File: src/rtl/axis_frame_source_pkg.sv
// Shared types and helpers for the AXI-stream frame source.
package axis_frame_source_pkg;

  // Frame generator states: waiting for a command, offering a beat, idling between beats.
  typedef enum logic [1:0] {
    IDLE = 2'd0,
    SEND = 2'd1,
    GAP  = 2'd2
  } state_t;

  // Data generation mode for the beats of one frame.
  typedef enum logic {
    MODE_INC   = 1'b0,
    MODE_CONST = 1'b1
  } mode_t;

  // Number of byte lanes (tkeep width) for a given tdata width.
  function automatic int keepw(input int dwidth);
    return dwidth / 8;
  endfunction

endpackage

File: src/rtl/axis_frame_source_if.sv
// Command port and AXI-stream master port of the frame source, bundled.
// master = the frame source itself, slave = whoever issues commands and sinks the stream.
interface axis_frame_source_if
  import axis_frame_source_pkg::*;
#(
  parameter int DWIDTH   = 32,
  parameter int LENWIDTH = 16,
  parameter int GAPWIDTH = 4
);

  localparam int KW = keepw(DWIDTH);

  // Command handshake
  logic                cmd_valid;
  logic                cmd_ready;
  logic [LENWIDTH-1:0] cmd_len;
  logic [DWIDTH-1:0]   cmd_seed;
  logic                cmd_mode;
  logic [GAPWIDTH-1:0] cmd_gap;
  logic [KW-1:0]       cmd_last_keep;

  // AXI-stream master
  logic [DWIDTH-1:0]   m_tdata;
  logic [KW-1:0]       m_tkeep;
  logic                m_tlast;
  logic                m_tvalid;
  logic                m_tready;

  modport master (
    input  cmd_valid, cmd_len, cmd_seed, cmd_mode, cmd_gap, cmd_last_keep,
    output cmd_ready,
    output m_tdata, m_tkeep, m_tlast, m_tvalid,
    input  m_tready
  );

  modport slave (
    output cmd_valid, cmd_len, cmd_seed, cmd_mode, cmd_gap, cmd_last_keep,
    input  cmd_ready,
    input  m_tdata, m_tkeep, m_tlast, m_tvalid,
    output m_tready
  );

endinterface

File: src/rtl/axis_src_stats.sv
// Traffic statistics: completed-frame counter (wraps) and stall-cycle counter (saturates).
module axis_src_stats (
  input  logic        aclk,
  input  logic        aresetn,
  input  logic        frame_done,
  input  logic        stall,
  output logic [31:0] frames_sent,
  output logic [31:0] stall_cycles
);

  logic [31:0] r_frames;
  logic [31:0] r_stalls;

  // Count completed frames (free-running wrap) and stalled cycles (stick at all-ones).
  always_ff @(posedge aclk) begin
    if (!aresetn) begin
      r_frames <= '0;
      r_stalls <= '0;
    end else begin
      if (frame_done) begin
        r_frames <= r_frames + 32'd1;
      end
      if (stall && (r_stalls != '1)) begin
        r_stalls <= r_stalls + 32'd1;
      end
    end
  end

  assign frames_sent  = r_frames;
  assign stall_cycles = r_stalls;

endmodule

File: src/rtl/axis_frame_source.sv
// AXI-stream frame source: takes one frame command at a time and emits cmd_len beats of
// incrementing or constant data, tlast on the final beat, optional idle gap between beats.
module axis_frame_source
  import axis_frame_source_pkg::*;
#(
  parameter int DWIDTH   = 32,
  parameter int LENWIDTH = 16,
  parameter int GAPWIDTH = 4
) (
  input  logic                 aclk,
  input  logic                 aresetn,
  axis_frame_source_if.master  bus,
  output logic                 busy,
  output logic                 zero_len_pulse,
  output logic [31:0]          frames_sent,
  output logic [31:0]          stall_cycles
);

  localparam int KW = keepw(DWIDTH);

  localparam logic [LENWIDTH-1:0] LEN_ONE  = 1;
  localparam logic [DWIDTH-1:0]   DATA_ONE = 1;
  localparam logic [GAPWIDTH-1:0] GAP_ONE  = 1;

  state_t              r_state;
  state_t              w_state_next;

  logic [LENWIDTH-1:0] r_len,       w_len_next;
  logic [LENWIDTH-1:0] r_beat_idx,  w_beat_idx_next;
  logic [DWIDTH-1:0]   r_data,      w_data_next;
  mode_t               r_mode,      w_mode_next;
  logic [GAPWIDTH-1:0] r_gap,       w_gap_next;
  logic [GAPWIDTH-1:0] r_gap_cnt,   w_gap_cnt_next;
  logic [KW-1:0]       r_last_keep, w_last_keep_next;
  logic [KW-1:0]       r_tkeep,     w_tkeep_next;
  logic                r_tlast,     w_tlast_next;
  logic                r_zero_pulse, w_zero_pulse_next;

  logic                w_cmd_fire;
  logic                w_beat_fire;
  logic                w_frame_done;
  logic                w_stall;
  logic [LENWIDTH-1:0] w_idx_inc;
  logic                w_next_is_last;

  // Handshake qualifiers; commands are only seen in IDLE, tready only while a beat is offered.
  assign w_cmd_fire     = (r_state == IDLE) && bus.cmd_valid;
  assign w_beat_fire    = (r_state == SEND) && bus.m_tready;
  assign w_frame_done   = w_beat_fire && r_tlast;
  assign w_stall        = (r_state == SEND) && !bus.m_tready;
  assign w_idx_inc      = r_beat_idx + LEN_ONE;
  assign w_next_is_last = (w_idx_inc == (r_len - LEN_ONE));

  // Next-state and next-beat computation; every target defaults to holding its value.
  always_comb begin
    w_state_next      = r_state;
    w_len_next        = r_len;
    w_beat_idx_next   = r_beat_idx;
    w_data_next       = r_data;
    w_mode_next       = r_mode;
    w_gap_next        = r_gap;
    w_gap_cnt_next    = r_gap_cnt;
    w_last_keep_next  = r_last_keep;
    w_tkeep_next      = r_tkeep;
    w_tlast_next      = r_tlast;
    w_zero_pulse_next = w_cmd_fire && (bus.cmd_len == '0);

    case (r_state)
      IDLE: begin
        if (w_cmd_fire && (bus.cmd_len != '0)) begin
          w_state_next     = SEND;
          w_len_next       = bus.cmd_len;
          w_beat_idx_next  = '0;
          w_data_next      = bus.cmd_seed;
          w_mode_next      = mode_t'(bus.cmd_mode);
          w_gap_next       = bus.cmd_gap;
          w_last_keep_next = bus.cmd_last_keep;
          // A one-beat frame starts on its last beat.
          w_tlast_next     = (bus.cmd_len == LEN_ONE);
          w_tkeep_next     = (bus.cmd_len == LEN_ONE) ? bus.cmd_last_keep : '1;
        end
      end

      SEND: begin
        if (w_beat_fire) begin
          if (r_tlast) begin
            w_state_next = IDLE;
            w_tlast_next = 1'b0;
            w_tkeep_next = '0;
          end else begin
            w_beat_idx_next = w_idx_inc;
            w_data_next     = (r_mode == MODE_INC) ? (r_data + DATA_ONE) : r_data;
            w_tlast_next    = w_next_is_last;
            w_tkeep_next    = w_next_is_last ? r_last_keep : '1;
            if (r_gap != '0) begin
              // Counter is loaded with gap-1 so GAP lasts exactly r_gap cycles.
              w_state_next   = GAP;
              w_gap_cnt_next = r_gap - GAP_ONE;
            end
          end
        end
      end

      GAP: begin
        if (r_gap_cnt == '0) begin
          w_state_next = SEND;
        end else begin
          w_gap_cnt_next = r_gap_cnt - GAP_ONE;
        end
      end

      default: begin
        w_state_next = IDLE;
      end
    endcase
  end

  // FSM state register.
  always_ff @(posedge aclk) begin
    if (!aresetn) begin
      r_state <= IDLE;
    end else begin
      r_state <= w_state_next;
    end
  end

  // Frame parameters and registered stream outputs; reset discards any frame in flight.
  always_ff @(posedge aclk) begin
    if (!aresetn) begin
      r_len        <= '0;
      r_beat_idx   <= '0;
      r_data       <= '0;
      r_mode       <= MODE_INC;
      r_gap        <= '0;
      r_gap_cnt    <= '0;
      r_last_keep  <= '0;
      r_tkeep      <= '0;
      r_tlast      <= 1'b0;
      r_zero_pulse <= 1'b0;
    end else begin
      r_len        <= w_len_next;
      r_beat_idx   <= w_beat_idx_next;
      r_data       <= w_data_next;
      r_mode       <= w_mode_next;
      r_gap        <= w_gap_next;
      r_gap_cnt    <= w_gap_cnt_next;
      r_last_keep  <= w_last_keep_next;
      r_tkeep      <= w_tkeep_next;
      r_tlast      <= w_tlast_next;
      r_zero_pulse <= w_zero_pulse_next;
    end
  end

  assign bus.cmd_ready  = (r_state == IDLE);
  assign bus.m_tvalid   = (r_state == SEND);
  assign bus.m_tdata    = r_data;
  assign bus.m_tkeep    = r_tkeep;
  assign bus.m_tlast    = r_tlast;
  assign busy           = (r_state != IDLE);
  assign zero_len_pulse = r_zero_pulse;

  axis_src_stats u_stats (
    .aclk         (aclk),
    .aresetn      (aresetn),
    .frame_done   (w_frame_done),
    .stall        (w_stall),
    .frames_sent  (frames_sent),
    .stall_cycles (stall_cycles)
  );

endmodule

File: src/flat_wrapper.sv
// flat-port wrapper written by rule: the top's interface ports become plain ports
module axis_frame_source_flat import axis_frame_source_pkg::*;
#(
  parameter int DWIDTH   = 32,
  parameter int LENWIDTH = 16,
  parameter int GAPWIDTH = 4
)
  (aclk, aresetn, busy, zero_len_pulse, frames_sent, stall_cycles, bus_cmd_valid, bus_cmd_len, bus_cmd_seed, bus_cmd_mode, bus_cmd_gap, bus_cmd_last_keep, bus_cmd_ready, bus_m_tdata, bus_m_tkeep, bus_m_tlast, bus_m_tvalid, bus_m_tready);
  axis_frame_source_if #(.DWIDTH(DWIDTH), .LENWIDTH(LENWIDTH), .GAPWIDTH(GAPWIDTH)) bus_i ();
  input  logic aclk;
  input  logic aresetn;
  output logic busy;
  output logic zero_len_pulse;
  output logic [31:0] frames_sent;
  output logic [31:0] stall_cycles;
  input wire logic [$bits(bus_i.cmd_valid)-1:0] bus_cmd_valid;
  input wire logic [$bits(bus_i.cmd_len)-1:0] bus_cmd_len;
  input wire logic [$bits(bus_i.cmd_seed)-1:0] bus_cmd_seed;
  input wire logic [$bits(bus_i.cmd_mode)-1:0] bus_cmd_mode;
  input wire logic [$bits(bus_i.cmd_gap)-1:0] bus_cmd_gap;
  input wire logic [$bits(bus_i.cmd_last_keep)-1:0] bus_cmd_last_keep;
  output wire logic [$bits(bus_i.cmd_ready)-1:0] bus_cmd_ready;
  output wire logic [$bits(bus_i.m_tdata)-1:0] bus_m_tdata;
  output wire logic [$bits(bus_i.m_tkeep)-1:0] bus_m_tkeep;
  output wire logic [$bits(bus_i.m_tlast)-1:0] bus_m_tlast;
  output wire logic [$bits(bus_i.m_tvalid)-1:0] bus_m_tvalid;
  input wire logic [$bits(bus_i.m_tready)-1:0] bus_m_tready;
  assign bus_i.cmd_valid = bus_cmd_valid;
  assign bus_i.cmd_len = bus_cmd_len;
  assign bus_i.cmd_seed = bus_cmd_seed;
  assign bus_i.cmd_mode = bus_cmd_mode;
  assign bus_i.cmd_gap = bus_cmd_gap;
  assign bus_i.cmd_last_keep = bus_cmd_last_keep;
  assign bus_cmd_ready = bus_i.cmd_ready;
  assign bus_m_tdata = bus_i.m_tdata;
  assign bus_m_tkeep = bus_i.m_tkeep;
  assign bus_m_tlast = bus_i.m_tlast;
  assign bus_m_tvalid = bus_i.m_tvalid;
  assign bus_i.m_tready = bus_m_tready;
  axis_frame_source #(.DWIDTH(DWIDTH), .LENWIDTH(LENWIDTH), .GAPWIDTH(GAPWIDTH)) u_core (.aclk(aclk), .aresetn(aresetn), .bus(bus_i), .busy(busy), .zero_len_pulse(zero_len_pulse), .frames_sent(frames_sent), .stall_cycles(stall_cycles));
endmodule
File: config.mk
export PLATFORM = sky130hd
export DESIGN_NAME = axis_frame_source_flat
export DESIGN_NICKNAME = d
export VERILOG_FILES = /design/src/rtl/axis_frame_source_pkg.sv /design/src/rtl/axis_frame_source_if.sv /design/src/rtl/axis_src_stats.sv /design/src/rtl/axis_frame_source.sv /design/src/flat_wrapper.sv
export SDC_FILE = /design/constraint.sdc
export NUM_CORES = 1
export LEC_CHECK = 0
export BUFFER_PORTS_ARGS = -buffer_cell sky130_fd_sc_hd__buf_2
export CAP_MARGIN = 20
export CORE_ASPECT_RATIO = 1.4
export CORE_MARGIN = 3
export CORE_UTILIZATION = 45
export DETAILED_ROUTE_END_ITERATION = 10
export GPL_TIMING_DRIVEN = 0
export PLACE_DENSITY = 0.79
export SLEW_MARGIN = 5
export SYNTH_ARGS = -nofsm -noshare
export SYNTH_HDL_FRONTEND = slang
export SYNTH_SLANG_ARGS = --single-unit
File: constraint.sdc
create_clock -name aclk -period 2.28 [get_ports aclk]
set_clock_uncertainty 0.1 [all_clocks]
set_input_delay 0.456 -clock aclk [delete_from_list [all_inputs] [get_ports aclk]]
set_output_delay 0.456 -clock aclk [all_outputs]
set_load 0.02 [all_outputs]
# After elaboration in Yosys (flattened, before gate mapping)
# Index checks and enable logic that the tools add are counted.
[classes] reduce_logical=22 muxes=30 n_addsub=7 eq_ne=13
[ops] operator="two-way mux 32 bit" n=4
[ops] operator="adder 32 x 1 -> 32 bit (second input constant)" n=3
[ops] operator="case mux 32 bit (2 select lines)" n=1
[ops] operator="two-way mux 16 bit" n=3
[ops] operator="two-way mux 4 bit" n=9
[ops] operator="inequality test 32 bit (second input constant)" n=1
[ops] operator="case mux 16 bit (2 select lines)" n=1
[ops] operator="adder 16 x 1 -> 16 bit (second input constant)" n=1
[ops] operator="equality test 16 x 1 -> 1 bit (second input constant)" n=1
[ops] operator="equality test 16 bit" n=1
[ops] operator="zero test 16 bit" n=1
[ops] operator="case mux 4 bit (2 select lines)" n=2
[ops] operator="nonzero test 16 bit" n=1
[ops] operator="subtractor 16 x 1 -> 16 bit (second input constant)" n=1
[ops] operator="two-way mux 2 bit" n=5
[ops] operator="AND reduction 5 bit" n=2
[ops] operator="inequality test 2 x 1 -> 1 bit (second input constant)" n=4
[ops] operator="AND reduction 4 bit" n=2
[ops] operator="subtractor 4 x 1 -> 4 bit (second input constant)" n=2
[ops] operator="logical AND 1 bit" n=7
[ops] operator="inequality test 2 bit (second input constant)" n=3
[ops] operator="case mux 2 bit (3 select lines)" n=1
[ops] operator="nonzero test 2 bit" n=3
[ops] operator="zero test 4 bit" n=1
[ops] operator="other kinds (10)" n=12
[word_totals] input_bits=61 reg_bits=149

# Longest topological paths before layout
# Gate-level depths: netlist of the first run.
[logic_depth] ltp_word=6 depth_mapped=11 depth_no_buf=9

# Hierarchy
# A second synthesis of the first run with hierarchy kept.
[unflattened] cells_unflattened=1036 hier_area_um2=8426.8
[modules_own_cells] module="axis_frame_source" area_each_um2=5226.3 instances=1 cells_per_inst=674
[modules_own_cells] module="axis_src_stats" area_each_um2=3200.6 instances=1 cells_per_inst=362

# Worst setup path after synthesis of the first run
# OpenSTA, ideal clock, no wires.
[synth_timing] path_type="reg-to-reg" from="reg u_core.r_data[0], in the netlist u_core.bus.m_tdata[0]" to="reg u_core.r_data[28], in the netlist u_core.bus.m_tdata[28]" synth_period_minus_slack_ps=2410 required_time_ps=2061 arrival_time_ps=2191 stages_incl_launch_ff=8 path_buffers=0 path_slack_ps=-130 setup_time_ps=119 path_cell_list="dfxtp_1 ha_1 nand4_1 nor4_2 and3_1 and3_1 a41oi_1 o221a_2"
[synth_between] elab_chain_len=5
[synth_rtl] item="start: declaration" line_no="axis_frame_source.sv:30" text="logic [DWIDTH-1:0] r_data, w_data_next;"
[synth_rtl] item="start signal: assignment" line_no="axis_frame_source.sv:143" text="r_data <= w_data_next;"
[synth_rtl] item="adder 32 x 1 -> 32 bit" line_no="axis_frame_source.sv:92" text="w_data_next = (r_mode == MODE_INC) ? (r_data + DATA_ONE) : r_data;"
[synth_rtl] item="two-way mux 32 bit" line_no="axis_frame_source.sv:92"
[synth_rtl] item="two-way mux 32 bit" line_no="axis_frame_source.sv:86" text="if (r_tlast) begin"
[synth_rtl] item="two-way mux 32 bit" line_no="axis_frame_source.sv:85" text="if (w_beat_fire) begin"
[synth_rtl] item="case mux 32 bit (2 select lines)" line_no="axis_frame_source.sv:68" text="case (r_state)"
# No other way between the ends. The select of a mux whose other input is x is not followed.
# A chain may end at the register's enable or synchronous reset.

# Final worst setup path of the first run
[layout_timing] from="reg u_core.r_beat_idx[2]" to="reg u_core.r_tlast, in the netlist u_core.bus.m_tlast"
[layout_between] elab_chain_len=5
[layout_rtl] item="start: declaration" line_no="axis_frame_source.sv:29" text="logic [LENWIDTH-1:0] r_beat_idx, w_beat_idx_next;"
[layout_rtl] item="start signal: assignment" line_no="axis_frame_source.sv:142" text="r_beat_idx <= w_beat_idx_next;"
[layout_rtl] item="adder 16 x 1 -> 16 bit" line_no="axis_frame_source.sv:51" text="assign w_idx_inc = r_beat_idx + LEN_ONE;"
[layout_rtl] item="equality test 16 bit" line_no="axis_frame_source.sv:52" text="assign w_next_is_last = (w_idx_inc == (r_len - LEN_ONE));"
[layout_rtl] item="two-way mux 1 bit" line_no="axis_frame_source.sv:86"
[layout_rtl] item="two-way mux 1 bit" line_no="axis_frame_source.sv:85"
[layout_rtl] item="case mux 1 bit (2 select lines)" line_no="axis_frame_source.sv:68"
[layout_rtl] item="end signal: assignment" line_no="axis_frame_source.sv:149" text="r_tlast <= w_tlast_next;"
[layout_rtl] item="end: declaration" line_no="axis_frame_source.sv:36" text="logic r_tlast, w_tlast_next;"
# No other way between the ends. The select of a mux whose other input is x is not followed.

==> results.cfg, run 1 <==
[yosys]
synth.area.mux_share_pct = 0.646
synth_xor_area_share_pct = 10.2
synth_top_cells_by_count = 153 x nor2_1, 149 x dfxtp_1, 118 x nand2_1, 93 x a21oi_1, 53 x xnor2_1
syn_inst = 1015
synth_top_area_share_pct = 37.5
synth_compound_area_share_pct = 16.3
yosys.area_share.simple_pct = 30.7
ys_warn_count = 0
synth.cell_area_mm2 = 0.00795
synth_area_leaders = dfxtp_1 38%, nor2_1 7.2%, a21oi_1 5.9%, xnor2_1 5.8%, nand2_1 5.6%
synth_top_cell_by_area = dfxtp_1
synthFlopType = dfxtp_1
ys_seq_area_share_pct = 37.5
synth.most_common_cell = nor2_1
synth_fp_nets = 1082
synthesis.area_per_instance_um2 = 7.83
synth_fa_ha_area_share_pct = 0.945
post_synth_num_cell_types = 63
synth_top_family_by_area = simple AND/OR/NAND/NOR gates
ys_ff_latch = 149
synth_edf_count = 0
async_flop_share_pct = 0

[critical_path]
max_stage_delay_ns = 0.36
start_kind = register
rrSetupSlack_ns = -0.05
crit_path_end = u_core.bus.m_tlast
worst_path_max_delay_cell = nor3_1
crit_path_max_fanout = 8
rr_worst_depth = 9
required_ns = 2.56
reg2reg_from = u_core.r_beat_idx[2]
cp.arrival_ns = 2.61
crit_path_start = u_core.r_beat_idx[2]
crit_type = register to register
crit_path_end_kind = register
worstReg2RegEnd = u_core.bus.m_tlast
cp_cell_sequence = buf_4 -> nand3_1 -> nor3_1 -> xnor2_1 -> xnor2_1 -> nand3_1 -> nor4_4 -> buf_6 -> a22o_1

[die]
fp.dieH_um = 163
core_area_mm2 = 0.0170
die_w_um = 118
boundaryPins = 166
row_count = 56
start_util_pct = 46.7
floorplan.die_area_mm2 = 0.0193

[final_layout]
area_growth_syn_to_layout_pct = 29.2
diodes = 0
stdcell_count = 1473
finish.utilization_pct = 60.3
drive_above_1_share_pct = 29.2
finalInstanceArea_mm2 = 0.0103
fin_nets = 1295

[placement]
io_buffers = 165
preCtsSetupSlack_ns = -0.700
gp_congestion = 0.929
placed_cells_incl_taps = 1412
hpwl_um = 18100
placed_cell_area_mm2 = 0.00909

[clock_network]
cts_root_buf = clkbuf_16
clk_latency_ns = 0.44
cts_tree = done
cts_max_level = 4
clk_pin_slew_ns = 0.06
cts_hold_buf = 0
clock_sinks = 149
clock_path_buffers = 2
cts_buffers = 17

[power_and_ir_drop]
ir_drop_mv = 0.530
pwr-share-seq_pct = 40.7
swShare_pct = 34.0
p_leak_nw = 4.25
clkPwrFrac_pct = 36.5
p_comb_share_pct = 22.8
switchingPower_mw = 2.48
power.density_mw_per_mm2 = 710
internal_power_mw = 4.81

[timing]
slew_headroom_pct = 48.8
worst_slack_ns = -0.0503
drv_slew = 0
fmax_mhz = 429
rsz0062_at_grt = yes
fin_crit_ns = 2.33
final-hold-violation-count = 0
fin_crit_sh_pct = 102
setup_viol = 5
tightest_slew_ns = 0.768

[detailed_routing]
drc = 0
vias_per_cell = 5.72
wl_um = 26000
routedWlPerCell_um = 17.7
ant_nets = 0
first_pass_iters = 5
dr_total_vias = 8428
drtIter0Drc = 602

[hold_path]
hold_class = input pin to register

[global_route]
grtUsageTotal_pct = 25.8
grt_overflow = 0
grt_pass1_wl_um = 40300
grt_pass1_vias = 8082
antenna_found_initial = 1
grt_max_degree = 17

[outcome]
status = finished, violations left
violations = negative setup slack

[run]
max_cap_violations = 0
==> metal layers <==
| metal | routed length, µm | share of wire (%) | vias up | GRT usage [%] |
|---|---|---|---|---|
| met5 | 7 | 0.027 | - | 0 |
| met2 | 13400 | 52 | 341 | 46.3 |
| li1 | - | - | 4030 | - |
| met3 | 1860 | 7.1 | 84 | 6.23 |
| met4 | 967 | 3.7 | 2 | 12.5 |
| met1 | 9760 | 38 | 3971 | 28.6 |
==> critical path, delay by kind of cell, from the launching register on <==
kind / cells / cell delay [ns]
AO/OA/AOI/OAI: 1 / 0.13
XOR/XNOR: 2 / 0.36
buffers and inverters: 2 / 0.33
flip-flops: 1 / 0.32
AND/OR/NAND/NOR: 4 / 1.05
==> power by group through the flow <==
| stage | sequential, mW | combinational (mW) | clock (mW) |
|---|---|---|---|
| floorplan | 3.10 | 0.938 | 0 |
| global placement | 3.01 | 1.52 | 0 |
| detailed placement | 3.01 | 1.55 | 0 |
| CTS | 2.95 | 1.61 | 2.67 |
| global route | 2.99 | 1.81 | 2.78 |
| finish | 2.97 | 1.66 | 2.66 |
==> worst min path at each step <==
stage	start	to	depth (start not counted)
6_report	bus_cmd_mode	u_core.r_mode	3
5_1_grt	bus_cmd_len[9]	u_core.r_len[9]	3
4_1_cts	bus_cmd_mode	u_core.r_mode	3
3_5_place_dp	u_core.r_last_keep[3]	u_core.r_last_keep[3]	2
3_3_place_gp	u_core.r_last_keep[3]	u_core.r_last_keep[3]	2
2_1_floorplan	u_core.r_last_keep[0]	u_core.r_last_keep[0]	2
==> stage by stage <==
step | TNS [ns] | total power [mW] | hold slack [ns]
final | -0.177 | 7.29 | 0.166
after global routing | -1.03 | 7.58 | 0.173
after CTS | 0 | 7.23 | 0.157
after detailed placement | -37.40 | 4.56 | 0.359
after global placement | -37.52 | 4.53 | 0.351
after floorplan | 0 | 4.04 | 0.337
==> layout by cell type, fill, tap and decap left out, drive strengths merged, types with 6 or more instances in the layout <==
cell type  count
buf          216
a22oi         10
and4          14
clkbuf        52
o21ai         51
ha             6
nand4         30
a31oi         10
nand2        118
nor3          31
nor2         153
and2          13
nor4          20
dfxtp        149
o221a          9
xnor2         53
or3           14
a21oi         94
and3          28
nand3         46
inv           23
xor2          34
==> sequential cells by signal (all words and copies together), names as in the netlist <==
signal,flops
u_core.bus.m_tkeep,4
u_core.r_gap,4
u_core.bus.m_tlast,1
u_core.r_state,2
u_core.r_gap_cnt,4
u_core.u_stats.stall_cycles,32
u_core.r_len,16
u_core.r_beat_idx,16
u_core.r_last_keep,4
u_core.r_mode,1
u_core.bus.m_tdata,32
u_core.u_stats.frames_sent,32
u_core.zero_len_pulse,1
==> area by class of cell <==
class	count	area (µm²)
clock buffer	18	429
multi-input combinational	794	4980
sequential	149	3040
timing repair buffer	199	1100
fill	1512	6760
buffer	51	253
inverter	16	62.6
tap	232	290
clock inverter	14	116
==> kinds of logic (layout without fill, tap and decap cells) <==
kind of cell | after synthesis | count (layout)
compound gates | 211 | 211
xor+xnor | 89 | 89
fa+ha+maj | 6 | 6
buf+inv | 72 | 298
flops | 149 | 149
mux | 5 | 5
simple gates | 483 | 483
==> repair_timing <==
item | CTS | global route
endpoints found under the setup margin | 78 | 95
pin swaps | 15 | 15
gates resized for setup | 51 | 73
buffers inserted | 15 | 19
Note: power is estimated with default switching activity, not from simulation.
==> run 2: changes to the inputs <==
PLACE_DENSITY = 0.77   (was 0.79)
clock period = 2.53 ns   (was 2.28 ns; I/O delays follow)
==> results.cfg, run 2 (synthesis gave the netlist of run 1 again) <==
[clock_network]
clk_latency_ns = 0.43
clk_pin_slew_ns = 0.06
clock_path_buffers = 2
cts_max_level = 4
clock_sinks = 149
cts_buffers = 17
cts_root_buf = clkbuf_16
cts_tree = done
cts_hold_buf = 0

[critical_path]
worst_path_max_delay_cell = or4_4
crit_family = simple AND/OR/NAND/NOR gates
start_kind = register
cp_cell_sequence = ha_4 -> nand3_4 -> or4_4 -> a2111oi_2 -> a21oi_2 -> nor4b_2 -> a22o_1
rr_worst_depth = 7
path_depth = 7
cp.arrival_ns = 2.72
worstReg2RegEnd = u_core.bus.m_tlast
crit_path_start = u_core.r_beat_idx[0]
crit_path_end = u_core.bus.m_tlast
max_stage_delay_ns = 0.54
worst-path-buf-inv = 0
required_ns = 2.80
reg2reg_from = u_core.r_beat_idx[0]
crit_type = register to register
crit_path_end_kind = register
rrSetupSlack_ns = 0.07
crit_path_max_fanout = 7

[timing]
final-hold-violation-count = 0
fin_crit_ns = 2.46
slew_headroom_pct = 49.1
tightest_slew_ns = 0.764
drv_slew = 0
fin_crit_sh_pct = 97.1
setup_viol = 0
worst_slack_ns = 0.0724
fmax_mhz = 407

[final_layout]
final_cell_mix = 176 x buf_2, 152 x nor2_1, 143 x dfxtp_1
area_growth_syn_to_layout_pct = 23.5
fillerInstances = 1637
register_area_mm2 = 0.00299
final_common_cell = buf_2
multi_input_area_mm2 = 0.00480
drive_above_1_share_pct = 23.2
fin_nets = 1272

[detailed_routing]
wl_um = 24100
top_layer = met4
first_pass_iters = 5
drt-met1-wl_um = 9700
routedWlPerCell_um = 16.6
vias_per_cell = 5.63
wl_met3_um = 1580
dr_total_vias = 8168
drtIter0Drc = 414
met2_length_um = 12100
drc = 0
ant_nets = 0

[die]
start_util_pct = 46.7
floorplan.die_area_mm2 = 0.0193
die_w_um = 118
fp.dieH_um = 163
row_count = 56
boundaryPins = 166
core_area_mm2 = 0.0170

[global_route]
grtUsageTotal_pct = 24.2
grt_pass1_vias = 7684
grt_pass1_wl_um = 38000
antenna_found_initial = 1
grt_max_degree = 17
grt_overflow = 0

[power_and_ir_drop]
power.density_mw_per_mm2 = 660
ir_drop_mv = 0.396
p_leak_nw = 4.05
finalPower_mw = 6.48

[outcome]
status = finished clean

[placement]
gp_congestion = 0.935
hpwl_um = 17900
io_buffers = 165
preCtsSetupSlack_ns = -0.599

[hold_path]
hold_class = input pin to register

[run]
max_cap_violations = 0
[run 2: cell types whose count changed in the layout (fill, tap and decap cells not counted), moves of 3 or more]
cell	before	now
clkbuf_1	27	31
and4_1	6	11
a21oi_1	86	91
dfxtp_4	8	0
buf_4	38	9
dfxtp_1	119	143
buf_6	3	0
and4_4	6	1
and3_4	4	0
buf_2	171	176
dfxtp_2	22	6
a21oi_2	6	3
and3_1	22	28
[run 2: per-layer routing]
| metal | vias up | global-route usage [%] |
|---|---|---|
| met1 | 3851 | 27.6 |
| met4 | 0 | 10.8 |
| met3 | 55 | 5.51 |
| met2 | 269 | 42.9 |
| met5 | - | 0 |
| li1 | 3993 | - |
[run 2: timing repair]
action	in CTS	in global routing
setup buffers	0	7
setup endpoints to repair	37	68
gates resized for setup	8	34
hold endpoints to repair	0	0
pin swaps	2	4
[run 2: how the worst min path moves through the flow]
stage,startpoint,to,cells past startpoint
global placement,u_core.r_last_keep[3],u_core.r_last_keep[3],2
floorplan,u_core.r_last_keep[0],u_core.r_last_keep[0],2
detailed placement,u_core.r_last_keep[3],u_core.r_last_keep[3],2
finish,bus_cmd_len[0],u_core.zero_len_pulse,2
CTS,bus_cmd_len[0],u_core.zero_len_pulse,2
global route,bus_cmd_len[0],u_core.zero_len_pulse,2
[run 2: cell type report]
cell class	count	share of cell area [%]
Inverter	16	0.637
Clock inverter	12	0.956
Antenna cell	2	0.0510
Timing Repair Buffer	172	8.95
Tap cell	232	2.96
Multi-Input combinational cell	794	48.9
Buffer	55	2.47
Clock buffer	20	4.65
Sequential cell	149	30.5
[run 2: through the flow]
stage	util, %	setup TNS [ns]	std cells	hold slack, ns	instance area (µm²)
after detailed placement	53.2	-26.39	1412	0.353	9060
final	57.6	0	1452	0.205	9820
after global placement	53.2	-26.43	1412	0.350	9060
after floorplan	-	0	1015	0.337	7950
after global routing	57.6	-0.0421	1451	0.204	9810
after CTS	56.6	0	1443	0.192	9640
[run 2: power breakdown]
group | internal, mW | switching [mW]
logic | 0.535 | 0.901
clock network | 1.32 | 1.05
registers | 2.49 | 0.177
total | 4.35 | 2.13
==> run 3: changes to the inputs <==
BUFFER_PORTS_ARGS = -buffer_cell sky130_fd_sc_hd__buf_4   (was -buffer_cell sky130_fd_sc_hd__buf_2)
CTS_BUF_LIST = sky130_fd_sc_hd__clkbuf_8   (was default)
==> results.cfg, run 3 (synthesis gave the netlist of run 1 again) <==
[die]
row_count = 56
die_w_um = 118
core_area_mm2 = 0.0170
fp.dieH_um = 163
floorplan.die_area_mm2 = 0.0193
start_util_pct = 46.7
boundaryPins = 166

[clock_network]
cts_tree = done
cts_buffers = 17
cts_hold_buf = 0
clk_latency_ns = 0.46
clock_sinks = 149
cts_root_buf = clkbuf_8
clock_path_buffers = 2
cts_max_level = 4
clk_pin_slew_ns = 0.08

[detailed_routing]
vias_per_cell = 5.58
dr_total_vias = 8087
ant_nets = 0
wl_um = 24100
drc = 0
routedWlPerCell_um = 16.6
drtIter0Drc = 491
first_pass_iters = 5

[final_layout]
register_area_mm2 = 0.00299
multi_input_area_mm2 = 0.00481
diodes = 0
fillerInstances = 1603
fin_nets = 1273
stdcell_count = 1450
area_growth_syn_to_layout_pct = 26.9
finish.utilization_pct = 59.2
final_common_cell = buf_4
final_cell_mix = 175 x buf_4, 152 x nor2_1, 145 x dfxtp_1
finalInstanceArea_mm2 = 0.0101
drive_above_1_share_pct = 22.9

[critical_path]
crit_path_start = u_core.r_beat_idx[0]
crit_path_end_kind = register
rrSetupSlack_ns = 0.11
reg2reg_from = u_core.r_beat_idx[0]
crit_path_max_fanout = 7
worst-path-buf-inv = 0
worst_path_max_delay_cell = or4_4
max_stage_delay_ns = 0.55
start_kind = register
rr_worst_depth = 7
worstReg2RegEnd = u_core.bus.m_tlast
crit_type = register to register
crit_family = simple AND/OR/NAND/NOR gates
required_ns = 2.83
cp_cell_sequence = ha_4 -> nand3_4 -> or4_4 -> a2111oi_4 -> a21oi_4 -> nor4b_2 -> a22o_1
cp.arrival_ns = 2.72

[power_and_ir_drop]
finalPower_mw = 6.04
power.density_mw_per_mm2 = 599
p_leak_nw = 4.01
ir_drop_mv = 0.332

[timing]
drv_slew = 0
worst_slack_ns = 0.110
whs_ns = 0.141
final-hold-violation-count = 0
setup_viol = 0
slew_headroom_pct = 53.0
fin_crit_ns = 2.42
fmax_mhz = 413
rsz0062_at_grt = yes
fin_crit_sh_pct = 95.7
tightest_slew_ns = 0.705
fin_tns_setup_ns = 0

[global_route]
grtUsageTotal_pct = 24.9
antenna_found_initial = 0
busiest_layer = met2
grt_pass1_vias = 7797
grt_pass1_wl_um = 39100
gr-usage-met1_pct = 29.0
grt.met2_usage_pct = 44.5
grt_max_degree = 17
grt_overflow = 0
grt_use_met3_pct = 5.75

[placement]
hpwl_um = 18000
gp_congestion = 0.940
placed_cell_area_mm2 = 0.00947
placed_cells_incl_taps = 1412
io_buffers = 165
preCtsSetupSlack_ns = -0.648

[hold_path]
holdPathEnd = u_core.zero_len_pulse
holdPathStages = 2
hold_class = input pin to register
min-delay-start = bus_cmd_len[0]

[outcome]
status = finished clean

[run]
max_cap_violations = 0
run 3: layer usage:
| metal | wire, µm | up-vias | part of all wire [%] |
|---|---|---|---|
| li1 | - | 3977 | - |
| met1 | 9670 | 3794 | 40 |
| met2 | 12300 | 271 | 51 |
| met3 | 1530 | 45 | 6.4 |
| met4 | 597 | 0 | 2.5 |
| met5 | 0 | - | 0 |
run 3: layout make-up:
cell class / count / share of cell area, %
multi-input cells: 794 / 47.7
flip-flops and latches: 149 / 29.6
repair buffers: 173 / 12.9
well taps: 232 / 2.88
clock buffers: 19 / 2.59
plain buffers: 55 / 2.41
clock inverters: 12 / 1.32
inverters: 16 / 0.620
run 3: power breakdown:
part	leakage [nW]	switching, mW	total (mW)	internal, mW
Sequential	1.21	0.182	2.67	2.49
Combinational	2.61	0.907	1.52	0.615
Clock	0.187	0.928	1.85	0.920
run 3: how the worst max path moves through the flow:
stage,endpoint,cells past startpoint
floorplan,u_core.bus.m_tdata[28],7
global placement,u_core.bus.m_tdata[9],10
detailed placement,u_core.bus.m_tdata[9],10
CTS,u_core.bus.m_tlast,7
global route,u_core.u_stats.stall_cycles[8],7
finish,u_core.bus.m_tlast,7
run 3: repair_timing:
action | 4_1_cts | 5_1_grt
gates resized for setup | 11 | 28
cloned | 0 | 0
buffers inserted | 1 | 7
pin swaps | 2 | 5
setup endpoints to repair | 37 | 58
